### src/rtl/usb_reg_bridge_if.sv
// Bundles the USB parallel-bus pins and the register-bus signals of usb_reg_bridge.
// Strobes: reg_read/reg_write are single-cycle pulses qualified by reg_addrvalid; there is no ready/back-pressure.
interface usb_reg_bridge_if #(
  parameter int ADDR_WIDTH = 6,
  parameter int BCNT_WIDTH = 16
);
  logic [7:0]            usb_addr;
  logic [7:0]            usb_din;
  logic [7:0]            usb_dout;
  logic                  usb_isout;
  logic                  usb_rdn;
  logic                  usb_wrn;
  logic                  usb_cen;
  logic                  usb_alen;
  logic [ADDR_WIDTH-1:0] reg_address;
  logic [BCNT_WIDTH-1:0] reg_bytecnt;
  logic [7:0]            reg_datao;
  logic [7:0]            reg_datai;
  logic                  reg_read;
  logic                  reg_write;
  logic                  reg_addrvalid;
  logic [ADDR_WIDTH-1:0] reg_hypaddress;
  logic [15:0]           reg_hyplen;
  logic [15:0]           reg_size;

  modport slave (
    input  usb_addr, usb_din, usb_rdn, usb_wrn, usb_cen, usb_alen, reg_datai, reg_hyplen,
    output usb_dout, usb_isout, reg_address, reg_bytecnt, reg_datao, reg_read, reg_write,
           reg_addrvalid, reg_hypaddress, reg_size
  );

  modport master (
    output usb_addr, usb_din, usb_rdn, usb_wrn, usb_cen, usb_alen, reg_datai, reg_hyplen,
    input  usb_dout, usb_isout, reg_address, reg_bytecnt, reg_datao, reg_read, reg_write,
           reg_addrvalid, reg_hypaddress, reg_size
  );
endinterface

### src/rtl/usb_reg_bridge.sv
// Converts the asynchronous USB microcontroller strobe bus into single-clock register-bus
// strobes; all USB inputs are synchronised to clk_usb before use.
module usb_reg_bridge #(
  parameter int SYNC_STAGES = 2,
  parameter int ADDR_WIDTH  = 6,
  parameter int BCNT_WIDTH  = 16
) (
  input  logic             clk_usb,
  input  logic             reset_n,
  usb_reg_bridge_if.slave  bus,
  output logic [2:0]       dbg_state_o
);
  typedef enum logic [2:0] {IDLE, READY, WR_STB, RD_STB, RD_HOLD} state_t;

  // Reset asserts asynchronously but releases on a clock edge.
  logic rst_n_q;
  always_ff @(posedge clk_usb or negedge reset_n) begin
    if (!reset_n) rst_n_q <= 1'b0;
    else          rst_n_q <= 1'b1;
  end

  logic [SYNC_STAGES-1:0]      rdn_sync_q, wrn_sync_q, cen_sync_q, alen_sync_q;
  logic [SYNC_STAGES-1:0][7:0] addr_sync_q, din_sync_q;
  logic                        rdn_last_q, wrn_last_q;

  always_ff @(posedge clk_usb or negedge rst_n_q) begin
    if (!rst_n_q) begin
      rdn_sync_q  <= '1;
      wrn_sync_q  <= '1;
      cen_sync_q  <= '1;
      alen_sync_q <= '1;
      addr_sync_q <= '0;
      din_sync_q  <= '0;
      rdn_last_q  <= 1'b1;
      wrn_last_q  <= 1'b1;
    end else begin
      rdn_sync_q  <= {rdn_sync_q[SYNC_STAGES-2:0], bus.usb_rdn};
      wrn_sync_q  <= {wrn_sync_q[SYNC_STAGES-2:0], bus.usb_wrn};
      cen_sync_q  <= {cen_sync_q[SYNC_STAGES-2:0], bus.usb_cen};
      alen_sync_q <= {alen_sync_q[SYNC_STAGES-2:0], bus.usb_alen};
      addr_sync_q <= {addr_sync_q[SYNC_STAGES-2:0], bus.usb_addr};
      din_sync_q  <= {din_sync_q[SYNC_STAGES-2:0], bus.usb_din};
      rdn_last_q  <= rdn_sync_q[SYNC_STAGES-1];
      wrn_last_q  <= wrn_sync_q[SYNC_STAGES-1];
    end
  end

  logic       rdn_s, wrn_s, cen_s, alen_s;
  logic [7:0] addr_s, din_s;
  logic       rd_fall, rd_rise, wr_fall, wr_rise;
  logic       unused_addr_hi;

  assign rdn_s          = rdn_sync_q[SYNC_STAGES-1];
  assign wrn_s          = wrn_sync_q[SYNC_STAGES-1];
  assign cen_s          = cen_sync_q[SYNC_STAGES-1];
  assign alen_s         = alen_sync_q[SYNC_STAGES-1];
  assign addr_s         = addr_sync_q[SYNC_STAGES-1];
  assign din_s          = din_sync_q[SYNC_STAGES-1];
  assign rd_fall        = rdn_last_q & ~rdn_s;
  assign rd_rise        = ~rdn_last_q & rdn_s;
  assign wr_fall        = wrn_last_q & ~wrn_s;
  assign wr_rise        = ~wrn_last_q & wrn_s;
  assign unused_addr_hi = ^addr_s;

  state_t                state_q, state_d;
  logic [ADDR_WIDTH-1:0] addr_q, addr_d;
  logic [BCNT_WIDTH-1:0] bcnt_q, bcnt_d;
  logic [15:0]           size_q, size_d;
  logic [7:0]            datao_q, datao_d, dout_q, dout_d;
  logic                  isout_q, isout_d, read_q, read_d, write_q, write_d;
  logic                  addrvalid_q, addrvalid_d, armed_q, armed_d;

  always_ff @(posedge clk_usb or negedge rst_n_q) begin
    if (!rst_n_q) begin
      state_q     <= IDLE;
      addr_q      <= '0;
      bcnt_q      <= '0;
      size_q      <= '0;
      datao_q     <= '0;
      dout_q      <= '0;
      isout_q     <= 1'b0;
      read_q      <= 1'b0;
      write_q     <= 1'b0;
      addrvalid_q <= 1'b0;
      armed_q     <= 1'b0;
    end else begin
      state_q     <= state_d;
      addr_q      <= addr_d;
      bcnt_q      <= bcnt_d;
      size_q      <= size_d;
      datao_q     <= datao_d;
      dout_q      <= dout_d;
      isout_q     <= isout_d;
      read_q      <= read_d;
      write_q     <= write_d;
      addrvalid_q <= addrvalid_d;
      armed_q     <= armed_d;
    end
  end

  // A write only qualifies if its wrn fall was seen in READY, so a write that
  // straddles an address latch is dropped.
  always_comb begin
    state_d = state_q;
    addr_d  = addr_q;
    bcnt_d  = bcnt_q;
    size_d  = size_q;
    datao_d = datao_q;
    dout_d  = dout_q;
    isout_d = isout_q;
    read_d  = 1'b0;
    write_d = 1'b0;
    armed_d = armed_q;
    if (write_q) bcnt_d = bcnt_q + BCNT_WIDTH'(1);
    if (cen_s) begin
      state_d = IDLE;
      isout_d = 1'b0;
      armed_d = 1'b0;
    end else if (!alen_s) begin
      addr_d  = addr_s[ADDR_WIDTH-1:0];
      size_d  = bus.reg_hyplen;
      bcnt_d  = '0;
      isout_d = 1'b0;
      armed_d = 1'b0;
      state_d = READY;
    end else begin
      case (state_q)
        IDLE: state_d = IDLE;
        READY: begin
          if (wr_fall) armed_d = 1'b1;
          if (!rdn_s && !wrn_s) begin
            armed_d = 1'b0;
          end else if (wr_rise && armed_q && rdn_s) begin
            datao_d = din_s;
            armed_d = 1'b0;
            state_d = WR_STB;
          end else if (rd_fall) begin
            state_d = RD_STB;
          end
        end
        WR_STB: begin
          write_d = 1'b1;
          state_d = READY;
        end
        RD_STB: begin
          read_d  = 1'b1;
          state_d = RD_HOLD;
        end
        RD_HOLD: begin
          if (read_q) begin
            dout_d  = bus.reg_datai;
            isout_d = 1'b1;
          end
          if (rd_rise) begin
            isout_d = 1'b0;
            bcnt_d  = bcnt_q + BCNT_WIDTH'(1);
            state_d = READY;
          end
        end
        default: state_d = IDLE;
      endcase
    end
    addrvalid_d = (state_d != IDLE);
  end

  assign bus.usb_dout       = dout_q;
  assign bus.usb_isout      = isout_q;
  assign bus.reg_address    = addr_q;
  assign bus.reg_bytecnt    = bcnt_q;
  assign bus.reg_datao      = datao_q;
  assign bus.reg_read       = read_q;
  assign bus.reg_write      = write_q;
  assign bus.reg_addrvalid  = addrvalid_q;
  assign bus.reg_hypaddress = addr_s[ADDR_WIDTH-1:0];
  assign bus.reg_size       = size_q;
  assign dbg_state_o        = state_q;
endmodule

### src/flat_wrapper.sv
// flat-port wrapper written by rule: the top's interface ports become plain ports
module usb_reg_bridge_flat 
#(
  parameter int SYNC_STAGES = 2,
  parameter int ADDR_WIDTH  = 6,
  parameter int BCNT_WIDTH  = 16
)
  (clk_usb, reset_n, dbg_state_o, bus_usb_addr, bus_usb_din, bus_usb_rdn, bus_usb_wrn, bus_usb_cen, bus_usb_alen, bus_reg_datai, bus_reg_hyplen, bus_usb_dout, bus_usb_isout, bus_reg_address, bus_reg_bytecnt, bus_reg_datao, bus_reg_read, bus_reg_write, bus_reg_addrvalid, bus_reg_hypaddress, bus_reg_size);
  usb_reg_bridge_if #(.ADDR_WIDTH(ADDR_WIDTH), .BCNT_WIDTH(BCNT_WIDTH)) bus_i ();
  input  logic clk_usb;
  input  logic reset_n;
  output logic [2:0] dbg_state_o;
  input wire logic [$bits(bus_i.usb_addr)-1:0] bus_usb_addr;
  input wire logic [$bits(bus_i.usb_din)-1:0] bus_usb_din;
  input wire logic [$bits(bus_i.usb_rdn)-1:0] bus_usb_rdn;
  input wire logic [$bits(bus_i.usb_wrn)-1:0] bus_usb_wrn;
  input wire logic [$bits(bus_i.usb_cen)-1:0] bus_usb_cen;
  input wire logic [$bits(bus_i.usb_alen)-1:0] bus_usb_alen;
  input wire logic [$bits(bus_i.reg_datai)-1:0] bus_reg_datai;
  input wire logic [$bits(bus_i.reg_hyplen)-1:0] bus_reg_hyplen;
  output wire logic [$bits(bus_i.usb_dout)-1:0] bus_usb_dout;
  output wire logic [$bits(bus_i.usb_isout)-1:0] bus_usb_isout;
  output wire logic [$bits(bus_i.reg_address)-1:0] bus_reg_address;
  output wire logic [$bits(bus_i.reg_bytecnt)-1:0] bus_reg_bytecnt;
  output wire logic [$bits(bus_i.reg_datao)-1:0] bus_reg_datao;
  output wire logic [$bits(bus_i.reg_read)-1:0] bus_reg_read;
  output wire logic [$bits(bus_i.reg_write)-1:0] bus_reg_write;
  output wire logic [$bits(bus_i.reg_addrvalid)-1:0] bus_reg_addrvalid;
  output wire logic [$bits(bus_i.reg_hypaddress)-1:0] bus_reg_hypaddress;
  output wire logic [$bits(bus_i.reg_size)-1:0] bus_reg_size;
  assign bus_i.usb_addr = bus_usb_addr;
  assign bus_i.usb_din = bus_usb_din;
  assign bus_i.usb_rdn = bus_usb_rdn;
  assign bus_i.usb_wrn = bus_usb_wrn;
  assign bus_i.usb_cen = bus_usb_cen;
  assign bus_i.usb_alen = bus_usb_alen;
  assign bus_i.reg_datai = bus_reg_datai;
  assign bus_i.reg_hyplen = bus_reg_hyplen;
  assign bus_usb_dout = bus_i.usb_dout;
  assign bus_usb_isout = bus_i.usb_isout;
  assign bus_reg_address = bus_i.reg_address;
  assign bus_reg_bytecnt = bus_i.reg_bytecnt;
  assign bus_reg_datao = bus_i.reg_datao;
  assign bus_reg_read = bus_i.reg_read;
  assign bus_reg_write = bus_i.reg_write;
  assign bus_reg_addrvalid = bus_i.reg_addrvalid;
  assign bus_reg_hypaddress = bus_i.reg_hypaddress;
  assign bus_reg_size = bus_i.reg_size;
  usb_reg_bridge #(.SYNC_STAGES(SYNC_STAGES), .ADDR_WIDTH(ADDR_WIDTH), .BCNT_WIDTH(BCNT_WIDTH)) u_core (.clk_usb(clk_usb), .reset_n(reset_n), .bus(bus_i), .dbg_state_o(dbg_state_o));
endmodule
### config.mk
export PLATFORM = sky130hd
export DESIGN_NAME = usb_reg_bridge_flat
export DESIGN_NICKNAME = d
export VERILOG_FILES = /design/src/rtl/usb_reg_bridge_if.sv /design/src/rtl/usb_reg_bridge.sv /design/src/flat_wrapper.sv
export SDC_FILE = /design/constraint.sdc
export NUM_CORES = 1
export LEC_CHECK = 0
export CAP_MARGIN = 5
export CORE_UTILIZATION = 46
export CTS_CLUSTER_DIAMETER = 120
export DETAILED_ROUTE_END_ITERATION = 10
export PLACE_DENSITY_LB_ADDON = 0.2
export SETUP_SLACK_MARGIN = 0.15
export SKIP_LAST_GASP = 1
export SYNTH_ARGS = -nofsm -noshare
export SYNTH_HDL_FRONTEND = slang
export SYNTH_SLANG_ARGS = --single-unit
### constraint.sdc
create_clock -name clk_usb -period 3.7 [get_ports clk_usb]
set_clock_uncertainty 0.15 [all_clocks]
set_input_delay 0.74 -clock clk_usb [delete_from_list [all_inputs] [get_ports clk_usb]]
set_output_delay 0.74 -clock clk_usb [all_outputs]
set_load 0.005 [all_outputs]
; ---- After elaboration in Yosys (flattened, before gate mapping)
; Index checks and enable logic that the tools add are counted.
[totals]
register_bits = 101
[op_classes]
reduce_logical = 11
bitwise_logic = 11
n_addsub = 1
n_mux = 29
n_eq_ne = 8
[op_table]
columns = operator, n
row1 = 16-bit two-way mux, 5
row2 = 3-bit two-way mux, 6
row3 = 1-bit two-way mux, 17
row4 = "16-bit by 1-bit adder with 16-bit output, second input constant", 1
row5 = 3-bit one-hot mux with 4 select lines, 1
row6 = 1-bit inverter, 7
row7 = "3-bit by 2-bit == test with 1-bit output, second input constant", 2
row8 = "3-bit by 2-bit inequality test with 1-bit output, second input constant", 2
row9 = 2-bit AND reduction, 3
row10 = "5-bit by 4-bit inequality test with 1-bit output, second input constant", 1
row11 = 5-bit AND reduction, 1
row12 = 1-bit AND, 4
row13 = "4-bit by 3-bit inequality test with 1-bit output, second input constant", 1
row14 = 4-bit AND reduction, 1
row15 = "3-bit by 1-bit == test with 1-bit output, second input constant", 1
row16 = "3-bit == test, second input constant", 1
row17 = 1-bit logical AND, 3
row18 = 3-bit nonzero test, 1
row19 = 1-bit zero test, 2

; ---- Logic depth before layout (Yosys ltp)
; Gate-level depths: netlist of the first run.
[logic_depth]
ltp_word = 10
depth_mapped = 6

; ---- Worst setup path after synthesis of the first run
; Ideal clock, no wire load.
[synth_timing]
path_kind = register -> register
from = reg u_core.rdn_sync_q[1]
to = reg u_core.bcnt_q[15] (netlist: u_core.bus.reg_bytecnt[15])
slack_ns = 1.807
path_stages_with_launch = 6
setup_time_ns = 0.079
t_arrival_ns = 1.663
cell_sequence = dfstp_2 -> nor2b_1 -> a31oi_2 -> buf_2 -> nor4_1 -> mux2i_1
[synth_via]
elab_chain_len = 5
[synth_rtl]
columns = item, line
row1 = from (decl), usb_reg_bridge.sv:22  ; logic [SYNC_STAGES-1:0] rdn_sync_q, wrn_sync_q, cen_sync_q, alen_sync_q;
row2 = from (signal assigned), usb_reg_bridge.sv:37  ; rdn_sync_q <= {rdn_sync_q[SYNC_STAGES-2:0], bus.usb_rdn};
row3 = 1-bit AND, usb_reg_bridge.sv:60  ; assign rd_rise = ~rdn_last_q & rdn_s;
row4 = 16-bit two-way mux, usb_reg_bridge.sv:154  ; if (rd_rise) begin
row5 = 16-bit two-way mux, usb_reg_bridge.sv:127  ; case (state_q)
row6 = 16-bit two-way mux, usb_reg_bridge.sv:119  ; end else if (!alen_s) begin
row7 = 16-bit two-way mux, usb_reg_bridge.sv:115  ; if (cen_s) begin
row8 = net u_core.bcnt_d[15], usb_reg_bridge.sv:67  ; logic [BCNT_WIDTH-1:0] bcnt_q, bcnt_d;
row9 = to (signal assigned), usb_reg_bridge.sv:89  ; bcnt_q <= bcnt_d;
row10 = to (decl), usb_reg_bridge.sv:67
; The timed path passes the listed nets, and every way through them passes these cells.
; A chain may end at the register's enable or synchronous reset.

; ---- Final worst setup path of the first run
[layout_timing]
from = reg u_core.rdn_sync_q[1]
to = reg u_core.bcnt_q[11] (netlist: u_core.bus.reg_bytecnt[11])
; The elaborated chain is that of the path after synthesis.

==> metrics.yaml, run 1 <==
h-tree-depth: 3
grt_first_pass_wirelength_mm: 12.7
firstDrtPassIters: 4
maxCapViolCount: 0
leakage_nw: 2.23
end_kind: "flop"
via_count: 2655
cp.required_ps: 3820
use_met2_pct: 33.4
synth_warnings: 0
die_width_um: 92.1
synthArstFlopShare_pct: 100
multi_input_comb_area_um2: 1100
fp.dieArea_um2: 8480
core_um2: 7770
clockBufferDepth: 2
placed_area_um2: 4900
synth.most_common_cell: "dfrtp_1"
synthFlopType: "dfrtp_1"
synth.largest_area_cell: "dfrtp_1"
fin_setup_tns_ps: 0
antenna_found_initial: 0
ir_worst_vdd_mv: 0.262
post_synth.cell_area_avg_um2: 12.1
power.density_nw_per_um2: 416
drc_errors: 0
busiest_layer: "met2"
dp_slack_ps: 1400
fin_nets: 463
wire_per_inst_um: 13.9
met3_usage_pct: 4.64
num-fill-cells: 626
max_freq_mhz: 431
numCtsBuffers: 9
gp_congestion: 0.799
worstSetupPathType: "reg2reg"
synth_area_leaders: "dfrtp_1 (61%), nand2_1 (7.5%), dfstp_2 (7.0%), mux2_1 (2.4%), mux2_2 (2.4%)"
drt_iter0_drc: 95
first_global_vias: 2746
design.portCount: 113
io_buffers: 110
cts.clk_slew.worst_paths_ps: 100
worst_ep_arrival_time_ps: 2440
timing.final.crit_share_pct: 62.8
hp-class: "reg2reg"
worst_setup_path_start_kind: "flop"
grt_max_degree: 68
maxSlewViolCount: 0
met1_usage_pct: 23.2
cp_max_fo: 25
synth_edf_count: 0
cts_setup_buffers: 0
design_area_um2: 5120
vias_per_cell: 5.08
root_buffer: "clkbuf_8"
rsz0062_at_grt: "false"
syn_nets: 356
ant_nets: 0
grtUsageTotal_pct: 19.2
row_count: 32
worst_slack_ps: 1380
tritoncts: "built"
clk_latency_ps: 350
overflow: 0
diodes: 0
routed_wl_mm: 7.27
die_h_um: 92.1
synth_area_um2: 3730
outcome: "finished clean"
regArea_um2: 2540
finalHoldViolations: 0
maxSlewHeadroom_pct: 37.7
hpwl_mm: 5.10
ys_ff_latch: 101
synth_top_cell_area_share_pct: 61.0
ys_seq_area_share_pct: 68.1
place_inst: 507
synthTopCellsByCount: "dfrtp_1 (91), nand2_1 (75), a21oi_1 (16)"
area_growth_pct: 37.1
drive_above_1_share_pct: 10.7
stdcell_count: 523
final_core_util_pct: 65.9
setup_viol: 0
yosysUniqueCellTypes: 47
synthCells: 309
ctsHoldBuffers: 0
clock_sinks: 101
tightest_slew_ps: 932
period_minus_slack_ps: 2320
start_util_pct: 48.1
ctsResizeCount: 0
## critical path: stages, from the launching register on
cell     delay (ps)
dfstp_2         580
nor2b_1         320
a31oi_2         410
or4_1           620
a21oi_1         160
## area by class of cell
type	count	area share [%]
Multi-Input combinational cell	188	21.4
Clock buffer	10	2.69
Inverter	3	0.220
Tap cell	102	2.49
Timing Repair Buffer	113	22.0
Clock inverter	6	1.49
Sequential cell	101	49.7
## routing by layer
metal  routed length, µm  up-vias
li1                    -     1276
met4                 104        0
met2                3640       83
met1                3080     1286
met5                   0        -
met3                 443       10
## placed cells by master, fill, tap and decap left out, drive strengths merged, types with 3 or more instances in the layout
cell	count
and2	3
o31ai	6
dfstp	10
a21oi	16
buf	3
o21ai	7
nand2b	4
nor2b	3
nand4	7
or3	8
mux2	16
or4	5
inv	6
nand3	4
nor2	7
clkdlybuf4s50	110
nand2	75
dfrtp	91
clkbuf	10
## worst paths after layout
kind / slack [ps] / cells after the start / startpoint / to
max in group asynchronous: 2350 / 1 / u_core.rst_n_q$_DFF_PN0_ / u_core.bus.reg_read$_DFF_PN0_
hold / removal: 210 / 0 / u_core.din_sync_q[5]$_DFF_PN0_ / u_core.din_s[5]$_DFF_PN0_
hold reg to reg: 210 / 0 / u_core.din_sync_q[5]$_DFF_PN0_ / u_core.din_s[5]$_DFF_PN0_
min in group asynchronous: 270 / 0 / u_core.rst_n_q$_DFF_PN0_ / u_core.addr_sync_q[4]$_DFF_PN0_
setup / recovery: 1380 / 4 / u_core.rdn_sync_q[1]$_DFF_PN1_ / u_core.bus.reg_bytecnt[11]$_DFF_PN0_
setup reg to reg: 1380 / 4 / u_core.rdn_sync_q[1]$_DFF_PN1_ / u_core.bus.reg_bytecnt[11]$_DFF_PN0_
## report_power, final
part,switching [mW],internal [mW]
Sequential,0.0427,1.17
Clock,0.378,0.343
Combinational,0.0694,0.129
Total,0.490,1.64
## metrics by stage
| stage | hold slack, ps | total power, mW |
|---|---|---|
| after floorplan | 181 | 1.29 |
| after global placement | 181 | 1.43 |
| after detailed placement | 185 | 1.43 |
| after CTS | 208 | 2.16 |
| after global routing | 212 | 2.23 |
| final | 205 | 2.13 |
## sequential cells by signal, indices dropped and copies added, names as in the netlist, 3 cells and up
name                    flops
u_core.bus.reg_size        16
u_core.din_sync_q           8
u_core.addr_s               6
u_core.bus.reg_bytecnt     16
u_core.bus.reg_address      6
u_core.bus.usb_dout         8
u_core.bus.reg_datao        8
u_core.dbg_state_o          3
u_core.din_s                8
u_core.addr_sync_q          6
## kinds of logic after synthesis
family	synth area share [%]
muxes	5.10
adders and majority gates	0.335
xor gates and xnor gates	0.235
buffers and inverters	2.65
DFF	68.1
AOI/OAI and AO/OA	6.64
and+or+nand+nor	16.9
other	0.100
No activity file was read; power rests on OpenSTA's default activity.
==> run 2: changes to the inputs <==
==> constraint.sdc (replaced) <==
create_clock -name clk_usb -period 2.3 [get_ports clk_usb]
set_clock_uncertainty 0.15 [all_clocks]
set_input_delay 0.46 -clock clk_usb [delete_from_list [all_inputs] [get_ports clk_usb]]
set_output_delay 0.46 -clock clk_usb [all_outputs]
set_load 0.005 [all_outputs]
==> run 2 against run 1 <==
Compared with the run above: combinational power up 68%; via count down 0.15%; sequential power up 60%; non-clock buffer count up 4; worst hold slack worse by 110 ps; clock power up 38%; final cell count up 0.76%; total power up 53%; critical path type is now reg2out; critical endpoint is now dbg_state_o[0]; highest routed layer unchanged.
==> metrics.yaml, run 2 (synthesis results as in run 1) <==
outcome: "finished clean"
h-tree-depth: 3
clockBufferDepth: 2
first_global_vias: 2711
cp.depth: 1
clock_sinks: 101
timing.final.crit_share_pct: 88.2
area_growth_pct: 37.5
worst_ep_arrival_time_ps: 1420
path_cells: "clkdlybuf4s50_1"
wire_per_inst_um: 13.8
maxSlewViolCount: 0
finalHoldViolations: 0
final_core_util_pct: 66.1
crit_family: "buffers and inverters"
power_frac_clock_pct: 30.4
final_cell_mix: "clkdlybuf4s50_1 (110), dfrtp_1 (90), nand2_1 (75)"
die_h_um: 92.1
cp_num_buf_inv: 1
maxCapViolCount: 0
slowest_stage: "clkdlybuf4s50_1"
leakage_nw: 2.23
diodes: 0
max_freq_mhz: 493
end_kind: "output port"
place_inst: 511
seq_power_share_pct: 59.3
fin_setup_tns_ps: 0
drive_above_1_share_pct: 11.5
clk_latency_ps: 350
routed_wl_mm: 7.25
finalPower_mw: 3.26
fp.dieArea_um2: 8480
whs_ps: 91.3
core_um2: 7770
critPathMaxStageDelay_ps: 570
via_count: 2651
grtUsageTotal_pct: 18.8
drt_iter0_drc: 131
firstDrtPassIters: 4
worstSetupPathType: "reg2out"
ff2ff_path_depth: 5
grt_max_degree: 47
cp_max_fo: 8
endpoint: "dbg_state_o[0]"
p_int_mw: 2.49
rsz0062_at_grt: "false"
hpwl_mm: 5.09
switching_share_pct: 23.7
ir_worst_vdd_mv: 0.416
setup_viol: 0
pwr-share-comb_pct: 10.2
root_buffer: "clkbuf_8"
stdcell_count: 527
gp_congestion: 0.798
period_minus_slack_ps: 2030
vias_per_cell: 5.03
fin_nets: 467
cp.required_ps: 1690
row_count: 32
switchingPower_mw: 0.773
cp-startpoint: "u_core.dbg_state_o[0]$_DFF_PN0_"
timing.rr.start: "u_core.rdn_sync_q[1]$_DFF_PN1_"
start_util_pct: 48.1
worst_setup_path_start_kind: "flop"
power.density_nw_per_um2: 636
hp-class: "in2async"
antenna_found_initial: 0
design.portCount: 113
mostFrequentLayoutCell: "clkdlybuf4s50_1"
numCtsBuffers: 9
drc_errors: 0
io_buffers: 110
grt_first_pass_wirelength_mm: 12.4
regArea_um2: 2540
overflow: 0
r2r_slack_ps: 340
multi_input_comb_area_um2: 1110
tritoncts: "built"
ctsHoldBuffers: 0
ant_nets: 0
num-fill-cells: 610
die_width_um: 92.1
r2r_end: "u_core.bus.reg_bytecnt[8]$_DFF_PN0_"
cts.clk_slew.worst_paths_ps: 100
run 2: changes by cell type in the layout (fill, tap and decap cells not counted), sizes merged:
cell and change:
buf +4, bufinv -1, inv -1, clkinv -1
clkinvlp +3
run 2: final cells by class:
type,count,area share (%)
multi-input cells,188,21.6
repair buffers,117,22.7
clock buffers,10,2.49
clock inverters,6,0.927
inverters,3,0.219
well taps,102,2.49
flip-flops and latches,101,49.6
run 2: stage by stage:
| step | setup WS (ps) | instance area, µm² |
|---|---|---|
| CTS | 215 | 5120 |
| detailed placement | 226 | 4940 |
| floorplan | 407 | 3730 |
| global route | 189 | 5130 |
| global placement | 267 | 4940 |
| finish | 270 | 5130 |
run 2: power by group through the flow:
stage	registers [mW]	clock network (mW)	logic (mW)
3_5_place_dp	1.97	0	0.339
4_1_cts	1.94	1.04	0.340
3_3_place_gp	1.97	0	0.331
2_1_floorplan	1.98	0	0.0869
5_1_grt	1.95	1.11	0.371
6_report	1.94	0.994	0.334
run 2: metal layers:
layer	GRT usage, %	up-vias	part of all wire (%)
met5	0	-	0
met3	5.89	6	5.6
met4	5.86	0	1.1
li1	-	1276	-
met1	24.4	1288	43
met2	30.1	81	50
run 2: repair_timing:
action	in CTS	in global routing
endpoints found under the setup margin	0	9
resized for setup	0	2
setup buffers	0	0
run 2: worst min path at each step:
| stage | startpoint | endpoint | slack [ps] | depth (start not counted) |
|---|---|---|---|---|
| detailed placement | u_core.rst_n_q$_DFF_PN0_ | u_core.addr_sync_q[1]$_DFF_PN0_ | 130 | 0 |
| CTS | reset_n | u_core.rst_n_q$_DFF_PN0_ | 70 | 1 |
| global placement | u_core.rst_n_q$_DFF_PN0_ | u_core.addr_sync_q[1]$_DFF_PN0_ | 130 | 0 |
| finish | reset_n | u_core.rst_n_q$_DFF_PN0_ | 90 | 1 |
| floorplan | reset_n | u_core.rst_n_q$_DFF_PN0_ | 10 | 0 |
| global route | reset_n | u_core.rst_n_q$_DFF_PN0_ | 60 | 1 |
